--- config.mk ---
export PLATFORM = sky130hd
export DESIGN_NAME = garage_occupancy_counter_flat
export DESIGN_NICKNAME = d
export VERILOG_FILES = /design/src/rtl/garage_occupancy_counter_if.sv /design/src/rtl/garage_occupancy_counter.sv /design/src/flat_wrapper.sv
export SDC_FILE = /design/constraint.sdc
export NUM_CORES = 1
export LEC_CHECK = 0
export ABC_AREA = 1
export ABC_CLOCK_PERIOD_IN_PS = 2200
export BUFFER_PORTS_ARGS = -buffer_cell sky130_fd_sc_hd__buf_2
export CORE_MARGIN = 10
export CORE_UTILIZATION = 62
export CTS_BUF_LIST = sky130_fd_sc_hd__clkbuf_2 sky130_fd_sc_hd__clkbuf_4 sky130_fd_sc_hd__clkbuf_8
export DETAILED_ROUTE_END_ITERATION = 10
export HOLD_SLACK_MARGIN = 0.12
export PLACE_DENSITY = 0.84
export SLEW_MARGIN = 15
export SYNTH_ARGS = -nofsm -noshare
export SYNTH_HDL_FRONTEND = slang
export SYNTH_SLANG_ARGS = --single-unit
--- constraint.sdc ---
create_clock -name clk -period 2.2 [get_ports clk]
set_input_delay 0.22 -clock clk [delete_from_list [all_inputs] [get_ports clk]]
set_output_delay 0.22 -clock clk [all_outputs]
set_load 0.1 [all_outputs]
--- src/rtl/garage_occupancy_counter_if.sv ---
// Sensor and status bundle of the garage occupancy counter.
// The slave modport is the counter; the master modport is whatever drives the beams.
interface garage_occupancy_counter_if;
  logic       in_outer;
  logic       in_inner;
  logic       out_inner;
  logic       out_outer;
  logic [3:0] count;
  logic       full;
  logic       empty;
  logic       entry_open;
  logic       car_in;
  logic       car_out;

  modport slave (
    input  in_outer, in_inner, out_inner, out_outer,
    output count, full, empty, entry_open, car_in, car_out
  );

  modport master (
    output in_outer, in_inner, out_inner, out_outer,
    input  count, full, empty, entry_open, car_in, car_out
  );
endinterface

--- src/rtl/garage_occupancy_counter.sv ---
// Garage occupancy counter: two beam-pair lane FSMs feeding a saturating BCD digit.
// Optional input debounce filters are enabled by defining OCC_DEBOUNCE_EN.
module garage_occupancy_counter #(
  parameter int CAPACITY   = 9,
  parameter int DEB_CYCLES = 4
) (
  input  logic                       clk,
  input  logic                       rst_n,
  garage_occupancy_counter_if.slave  bus
);

  localparam logic [3:0] CAP = 4'(CAPACITY);

  typedef enum logic [1:0] {
    S_IDLE   = 2'd0,
    S_FIRST  = 2'd1,
    S_BOTH   = 2'd2,
    S_SECOND = 2'd3
  } lane_state_t;

  if (CAPACITY < 1 || CAPACITY > 9 || DEB_CYCLES < 2 || DEB_CYCLES > 255) begin : g_bad_param
    $error("garage_occupancy_counter: CAPACITY or DEB_CYCLES out of range");
  end

  // Bit order: [3]=in_outer [2]=in_inner [1]=out_inner [0]=out_outer
  logic [3:0] w_raw;
  logic [3:0] r_sync1;
  logic [3:0] r_sync2;
  logic [3:0] w_clean;

  assign w_raw = {bus.in_outer, bus.in_inner, bus.out_inner, bus.out_outer};

  always_ff @(posedge clk or negedge rst_n) begin
    if (!rst_n) begin
      r_sync1 <= '0;
      r_sync2 <= '0;
    end else begin
      r_sync1 <= w_raw;
      r_sync2 <= r_sync1;
    end
  end

`ifdef OCC_DEBOUNCE_EN
  localparam logic [7:0] DEB_LAST = 8'(DEB_CYCLES - 1);

  for (genvar gi = 0; gi < 4; gi++) begin : g_deb
    logic [7:0] r_deb_cnt;
    logic       r_deb_out;

    // Output follows the input only after DEB_CYCLES consecutive differing samples.
    always_ff @(posedge clk or negedge rst_n) begin
      if (!rst_n) begin
        r_deb_cnt <= '0;
        r_deb_out <= 1'b0;
      end else if (r_sync2[gi] == r_deb_out) begin
        r_deb_cnt <= '0;
      end else if (r_deb_cnt == DEB_LAST) begin
        r_deb_cnt <= '0;
        r_deb_out <= r_sync2[gi];
      end else begin
        r_deb_cnt <= r_deb_cnt + 8'd1;
      end
    end

    assign w_clean[gi] = r_deb_out;
  end
`else
  assign w_clean = r_sync2;
`endif

  // Lane 0 = entry (street beam first), lane 1 = exit (garage beam first).
  logic       r_full;
  logic       r_empty;
  logic       r_entry_open;
  logic [3:0] r_count;
  logic [3:0] w_count_next;
  logic [1:0] w_first;
  logic [1:0] w_second;
  logic [1:0] w_allow;
  logic [1:0] w_pulse;

  assign w_first  = {w_clean[1], w_clean[3]};
  assign w_second = {w_clean[0], w_clean[2]};
  assign w_allow  = {1'b1, ~r_full};

  for (genvar gi = 0; gi < 2; gi++) begin : g_lane
    lane_state_t r_state;
    lane_state_t w_state_next;
    logic        w_done;
    logic        r_pulse;

    always_ff @(posedge clk or negedge rst_n) begin
      if (!rst_n) begin
        r_state <= S_IDLE;
        r_pulse <= 1'b0;
      end else begin
        r_state <= w_state_next;
        r_pulse <= w_done;
      end
    end

    always_comb begin
      w_state_next = r_state;
      w_done       = 1'b0;
      case (r_state)
        S_IDLE: begin
          if (w_first[gi] && !w_second[gi] && w_allow[gi])
            w_state_next = S_FIRST;
        end
        S_FIRST: begin
          if (w_first[gi] && w_second[gi])
            w_state_next = S_BOTH;
          else if (!w_first[gi] && !w_second[gi])
            w_state_next = S_IDLE;
        end
        S_BOTH: begin
          if (!w_first[gi] && w_second[gi])
            w_state_next = S_SECOND;
          else if (w_first[gi] && !w_second[gi])
            w_state_next = S_FIRST;
        end
        S_SECOND: begin
          if (!w_first[gi] && !w_second[gi]) begin
            w_state_next = S_IDLE;
            w_done       = 1'b1;
          end else if (w_first[gi] && w_second[gi]) begin
            w_state_next = S_BOTH;
          end
        end
        default: w_state_next = S_IDLE;
      endcase
    end

    assign w_pulse[gi] = r_pulse;
  end

  // Simultaneous entry and exit cancel; otherwise step and saturate.
  always_comb begin
    w_count_next = r_count;
    case (w_pulse)
      2'b01:   w_count_next = (r_count >= CAP)  ? CAP   : r_count + 4'd1;
      2'b10:   w_count_next = (r_count == 4'd0) ? 4'd0  : r_count - 4'd1;
      default: w_count_next = r_count;
    endcase
  end

  always_ff @(posedge clk or negedge rst_n) begin
    if (!rst_n) begin
      r_count      <= 4'd0;
      r_full       <= (CAP == 4'd0);
      r_empty      <= 1'b1;
      r_entry_open <= (CAP != 4'd0);
    end else begin
      r_count      <= w_count_next;
      r_full       <= (w_count_next == CAP);
      r_empty      <= (w_count_next == 4'd0);
      r_entry_open <= (w_count_next != CAP);
    end
  end

  assign bus.count      = r_count;
  assign bus.full       = r_full;
  assign bus.empty      = r_empty;
  assign bus.entry_open = r_entry_open;
  assign bus.car_in     = w_pulse[0];
  assign bus.car_out    = w_pulse[1];

endmodule

--- src/flat_wrapper.sv ---
// flat-port wrapper written by rule: the top's interface ports become plain ports
module garage_occupancy_counter_flat 
#(
  parameter int CAPACITY   = 9,
  parameter int DEB_CYCLES = 4
)
  (clk, rst_n, bus_in_outer, bus_in_inner, bus_out_inner, bus_out_outer, bus_count, bus_full, bus_empty, bus_entry_open, bus_car_in, bus_car_out);
  garage_occupancy_counter_if bus_i ();
  input  logic clk;
  input  logic rst_n;
  input wire logic [$bits(bus_i.in_outer)-1:0] bus_in_outer;
  input wire logic [$bits(bus_i.in_inner)-1:0] bus_in_inner;
  input wire logic [$bits(bus_i.out_inner)-1:0] bus_out_inner;
  input wire logic [$bits(bus_i.out_outer)-1:0] bus_out_outer;
  output wire logic [$bits(bus_i.count)-1:0] bus_count;
  output wire logic [$bits(bus_i.full)-1:0] bus_full;
  output wire logic [$bits(bus_i.empty)-1:0] bus_empty;
  output wire logic [$bits(bus_i.entry_open)-1:0] bus_entry_open;
  output wire logic [$bits(bus_i.car_in)-1:0] bus_car_in;
  output wire logic [$bits(bus_i.car_out)-1:0] bus_car_out;
  assign bus_i.in_outer = bus_in_outer;
  assign bus_i.in_inner = bus_in_inner;
  assign bus_i.out_inner = bus_out_inner;
  assign bus_i.out_outer = bus_out_outer;
  assign bus_count = bus_i.count;
  assign bus_full = bus_i.full;
  assign bus_empty = bus_i.empty;
  assign bus_entry_open = bus_i.entry_open;
  assign bus_car_in = bus_i.car_in;
  assign bus_car_out = bus_i.car_out;
  garage_occupancy_counter #(.CAPACITY(CAPACITY), .DEB_CYCLES(DEB_CYCLES)) u_core (.clk(clk), .rst_n(rst_n), .bus(bus_i));
endmodule
Yosys cells after proc, flatten, opt, wreduce, memory -nomap -nowiden
Index checks and enable logic that the tools add are counted.
{"block": "op_classes", "add_sub_neg": 2, "order_cmp": 1, "n_eq_ne": 16, "n_mux": 22, "n_bitwise": 1, "n_reduce_logical": 19}
{"operator": "$mux W2", "count": 13}
{"operator": "$pmux W2 S4", "count": 2}
{"operator": "$ne A3 B1 Y1 const B", "count": 5}
{"operator": "$eq A2 B2 Y1 const B", "count": 5}
{"operator": "$logic_and A1 B1 Y1", "count": 9}
{"operator": "$logic_not A4 Y1", "count": 2}
{"operator": "$mux W4", "count": 2}
{"operator": "$pmux W4 S2", "count": 1}
{"operator": "$eq A2 B1 Y1 const B", "count": 3}
{"operator": "$add A4 B1 Y4 const B", "count": 1}
{"operator": "$eq A4 B4 Y1 const B", "count": 1}
{"operator": "$ge A4 B4 Y1 const B", "count": 1}
{"operator": "$logic_not A1 Y1", "count": 4}
{"operator": "$logic_not A2 Y1", "count": 2}
{"operator": "$mux W1", "count": 4}
{"operator": "$ne A4 B4 Y1 const B", "count": 1}
{"operator": "$reduce_and A4 Y1", "count": 1}
{"operator": "$sub A4 B1 Y4 const B", "count": 1}
{"operator": "$ne A2 B1 Y1 const B", "count": 1}
{"operator": "$reduce_and A2 Y1", "count": 1}
{"operator": "$not A1 Y1", "count": 1}
{"block": "word_totals", "ff_bits": 21, "input_bits": 6, "out_inout_bits": 9, "word_cells": 71}

Depth between registers and ports, before layout
{"block": "logic_depth", "ltp_word": 5, "ltp_mapped": 11, "depth_no_buf": 11}

Worst setup path after synthesis
Ideal clock, no wire load.
{"block": "synth_timing", "path_kind": "register to register", "startpoint": "reg u_core.r_count[0] (netlist: u_core.bus.count[0])", "endpoint": "reg u_core.r_entry_open (netlist: u_core.bus.entry_open)", "setup_ps": 76, "arrival_time_ps": 2132, "required_time_ps": 2124, "setup_slack_ps": -9, "path_stages_with_launch": 10, "path_buffers": 0, "period_less_slack_ps": 2209, "path_cell_list": "dfrtp_1 -> inv_1 -> ha_1 -> or2_1 -> nand3_1 -> nand3_1 -> nand2_2 -> nand2_2 -> inv_1 -> nand2_1"}
{"block": "synth_between", "elab_chain_len": 4, "elab_cells_between_ends": 8, "classes_between": "2 x add/sub; 1 x order compare; 1 x eq/ne; 3 x mux; 1 x reduce/logical"}
{"element": "from (decl)", "line": "garage_occupancy_counter.sv:75", "rtl": "logic [3:0] r_count;"}
{"element": "from (signal assigned)", "line": "garage_occupancy_counter.sv:154", "rtl": "r_count <= w_count_next;"}
{"element": "$sub A4 B1 Y4, or another cell as far along", "line": "garage_occupancy_counter.sv:142", "rtl": "2'b10: w_count_next = (r_count == 4'd0) ? 4'd0 : r_count - 4'd1;"}
{"element": "$mux W4, on equally long branches", "line": "garage_occupancy_counter.sv:142, garage_occupancy_counter.sv:141"}
{"element": "$pmux W4 S2 (*)", "line": "garage_occupancy_counter.sv:140", "rtl": "case (w_pulse)"}
{"element": "$ne A4 B4 Y1 (*)", "line": "garage_occupancy_counter.sv:157", "rtl": "r_entry_open <= (w_count_next != CAP);"}
{"element": "to (signal assigned)", "line": "garage_occupancy_counter.sv:152", "rtl": "r_entry_open <= (CAP != 4'd0);"}
{"element": "to (signal assigned)", "line": "garage_occupancy_counter.sv:157"}
{"element": "to (decl)", "line": "garage_occupancy_counter.sv:74", "rtl": "logic r_entry_open;"}
Mark *: on every way between the ends. The rest lies on a longest branch, timed or not.
A chain may end at the register's enable or synchronous reset.

Worst setup path after layout
{"block": "layout_timing", "startpoint": "reg u_core.r_count[2] (netlist: u_core.bus.count[2])", "endpoint": "out bus_count[2]"}
{"element": "to (decl)", "line": "flat_wrapper.sv:15", "rtl": "output wire logic [$bits(bus_i.count)-1:0] bus_count;"}
No word-level cell between the ends.

==> flow_metrics.env <==
export IMPL_arrival_ps=1450
export IMPL_fin_setup_tns_ps=0
export IMPL_place_congestion=0.850
export IMPL_grt_pass1_wl_mm=3.82
export IMPL_fin_area_um2=1400
export IMPL_min_period_ps=1670
export IMPL_drc=0
export IMPL_leakagePower_nw=0.755
export IMPL_syn_to_final_growth_pct=13.9
export IMPL_fin_cells=193
export IMPL_regArea_um2=529
export IMPL_p_total_w=0.00166
export IMPL_syn_inst=144
export IMPL_portBuffers=14
export IMPL_ant_nets=0
export IMPL_final_cell_mix="nand2_1 (32), inv_1 (26), dfrtp_1 (18)"
export IMPL_synth_nets=164
export IMPL_dp_cells=184
export IMPL_whs_ps=355
export IMPL_top_level_ports=15
export IMPL_fmax_mhz=598
export IMPL_synth_top_area_share_pct=38.7
export IMPL_grt_util_all_layers_pct=11.0
export IMPL_die_w_um=64.5
export IMPL_cts_buffers=3
export IMPL_cts_tree="done"
export IMPL_die_area_um2=4170
export IMPL_synth_area_um2=1230
export IMPL_synthTopCellsByArea="dfrtp_1 (39%), ha_1 (14%), nand2_1 (9.8%)"
export IMPL_crit_chain="buf_2"
export IMPL_vias=974
export IMPL_grt_max_degree=22
export IMPL_clk_latency_ps=300
export IMPL_max_stage_delay_ps=640
export IMPL_synth_seq_cells=21
export IMPL_n_fill_cell=158
export IMPL_synth_top_cell_by_area="dfrtp_1"
export IMPL_crit_family="flip-flops"
export IMPL_worst_endpoint_required_ps=1980
export IMPL_clockRootBuffer="clkbuf_4"
export IMPL_first_global_vias=910
export IMPL_hold_class="reg2reg"
export IMPL_final_common_cell="nand2_1"
export IMPL_maxSlewHeadroom_pct=67.3
export IMPL_maxCapViolCount=0
export IMPL_critPathBufInv=1
export IMPL_htree_levels=1
export IMPL_path_class="reg2out"
export IMPL_power_density_nw_per_um2=1180
export IMPL_viasPerCell=5.05
export IMPL_initial_utilization_pct=64.0
export IMPL_status="finished clean"
export IMPL_yosysSeqAreaShare_pct=42.9
export IMPL_startpoint_type="flip-flop"
export IMPL_clk_pin_slew_ps=120
export IMPL_cts_sinks=21
export IMPL_drive_above_1_share_pct=19.3
export IMPL_rows=16
export IMPL_fp_coreArea_um2=1920
export IMPL_synth_warning_count=0
export IMPL_chipHeight_um=64.5
export IMPL_grt_overflow=0
export IMPL_cts_resized=0
export IMPL_drtIter0Drc=41
export IMPL_synth_avg_cell_area_um2=8.54
export IMPL_clk_path_buf_depth=2
export IMPL_critPathSlowestCell="dfrtp_1"
export IMPL_wl_per_cell_um=11.5
export IMPL_finalHoldViolations=0
export IMPL_synth_cell_type_count=24
export IMPL_antenna_found_initial=0
export IMPL_fin_skew_ps=6.96
export IMPL_dp_hpwl_mm=1.81
export IMPL_setup_violations=0
export IMPL_rsz0062_at_grt="no"
export IMPL_cts_setup_buffers=0
export IMPL_path_max_fanout=8
export IMPL_fin_crit_sh_pct=76.0
export IMPL_layout_nets=187
export IMPL_wl_mm=2.22
export IMPL_ir_drop_v=0.000858
export IMPL_worst_pin_slew_ps=494
export IMPL_diodes=0
export IMPL_crit_path_end_kind="output port"
export IMPL_multiInputGateArea_um2=587
export IMPL_slew_viol_final=0
export IMPL_dpl_cell_area_um2=1320
export IMPL_firstDrtPassIters=4
-- layer usage --
metal / vias up / part of all wire, % / GRT usage (%)
li1: 497 / - / -
met1: 449 / 40 / 11.5
met2: 26 / 53 / 20.6
met3: 2 / 6.6 / 3.95
met4: 0 / 0.41 / 2.41
met5: - / 0 / 0
-- final timing paths --
path	endpoint	start	slack [ps]	cells past startpoint
worst max-delay path	bus_count[2]	u_core.bus.count[2]	530	1
worst min-delay path	u_core.r_sync2[0]	u_core.r_sync1[0]	350	0
min in group asynchronous	u_core.bus.count[3]	rst_n	370	2
max in group asynchronous	u_core.bus.entry_open	rst_n	1480	2
worst max register to register	u_core.bus.empty	u_core.bus.count[1]	560	8
worst min register to register	u_core.r_sync2[0]	u_core.r_sync1[0]	350	0
-- what timing repair did --
action | in CTS | in global routing
hold buffers | 5 | 0
endpoints found under the setup margin | 0 | 0
endpoints found under the hold margin | 23 | 0
-- report_power, final --
group | internal (W) | switching (W) | total [W]
clock | 0.0000676 | 0.000116 | 0.000183
combinational | 0.000232 | 0.000651 | 0.000883
sequential | 0.000478 | 0.000113 | 0.000590
total | 0.000777 | 0.000880 | 0.00166
-- stage by stage --
| stage | util (%) | setup WS (ps) |
|---|---|---|
| global route | 72.9 | 424 |
| global placement | 68.9 | 708 |
| CTS | 72.9 | 508 |
| finish | 72.9 | 527 |
| floorplan | - | 39.9 |
| detailed placement | 68.9 | 616 |
-- cell families (layout without fill, tap and decap cells) --
kind of cell / after synthesis / in the layout / synth area share (%)
AND/OR/NAND/NOR: 69 / 69 / 26.1
buffers and inverters: 28 / 50 / 9.36
flip-flops: 21 / 21 / 42.9
adder cells (fa/ha/maj): 14 / 14 / 14.2
AO/OA/AOI/OAI: 11 / 11 / 6.61
XOR/XNOR: 1 / 1 / 0.712
-- flip-flops by register name (all words and copies together) (netlist names) --
register,cells
u_core.bus.entry_open,1
u_core.r_sync1,4
u_core.bus.count,4
u_core.bus.car_in,1
u_core.bus.full,1
u_core.r_sync2,4
u_core.bus.car_out,1
u_core.bus.empty,1
u_core.g_lane.r_state,4
-- cell type report --
type | instances | share of cell area, %
clock inverters | 1 | 0.357
well taps | 27 | 2.41
flip-flops and latches | 21 | 37.8
clock buffers | 3 | 1.61
repair buffers | 19 | 8.57
multi-input cells | 95 | 41.9
inverters | 27 | 7.41
-- cells in the mapped netlist --
library cell	number
a21oi_1	2
a21oi_2	1
a21oi_4	1
a31oi_1	2
buf_6	1
dfrtp_1	19
dfstp_2	2
ha_1	14
inv_1	26
inv_4	1
nand2_1	32
nand2_2	3
nand3_1	14
nand3_2	2
nand3b_1	1
nor2_1	12
nor2_2	1
nor2_4	2
nor3_1	1
o211ai_1	2
o21ai_0	2
o311ai_0	1
or2_1	1
xor2_1	1
Power figures use the tool's default switching activity.
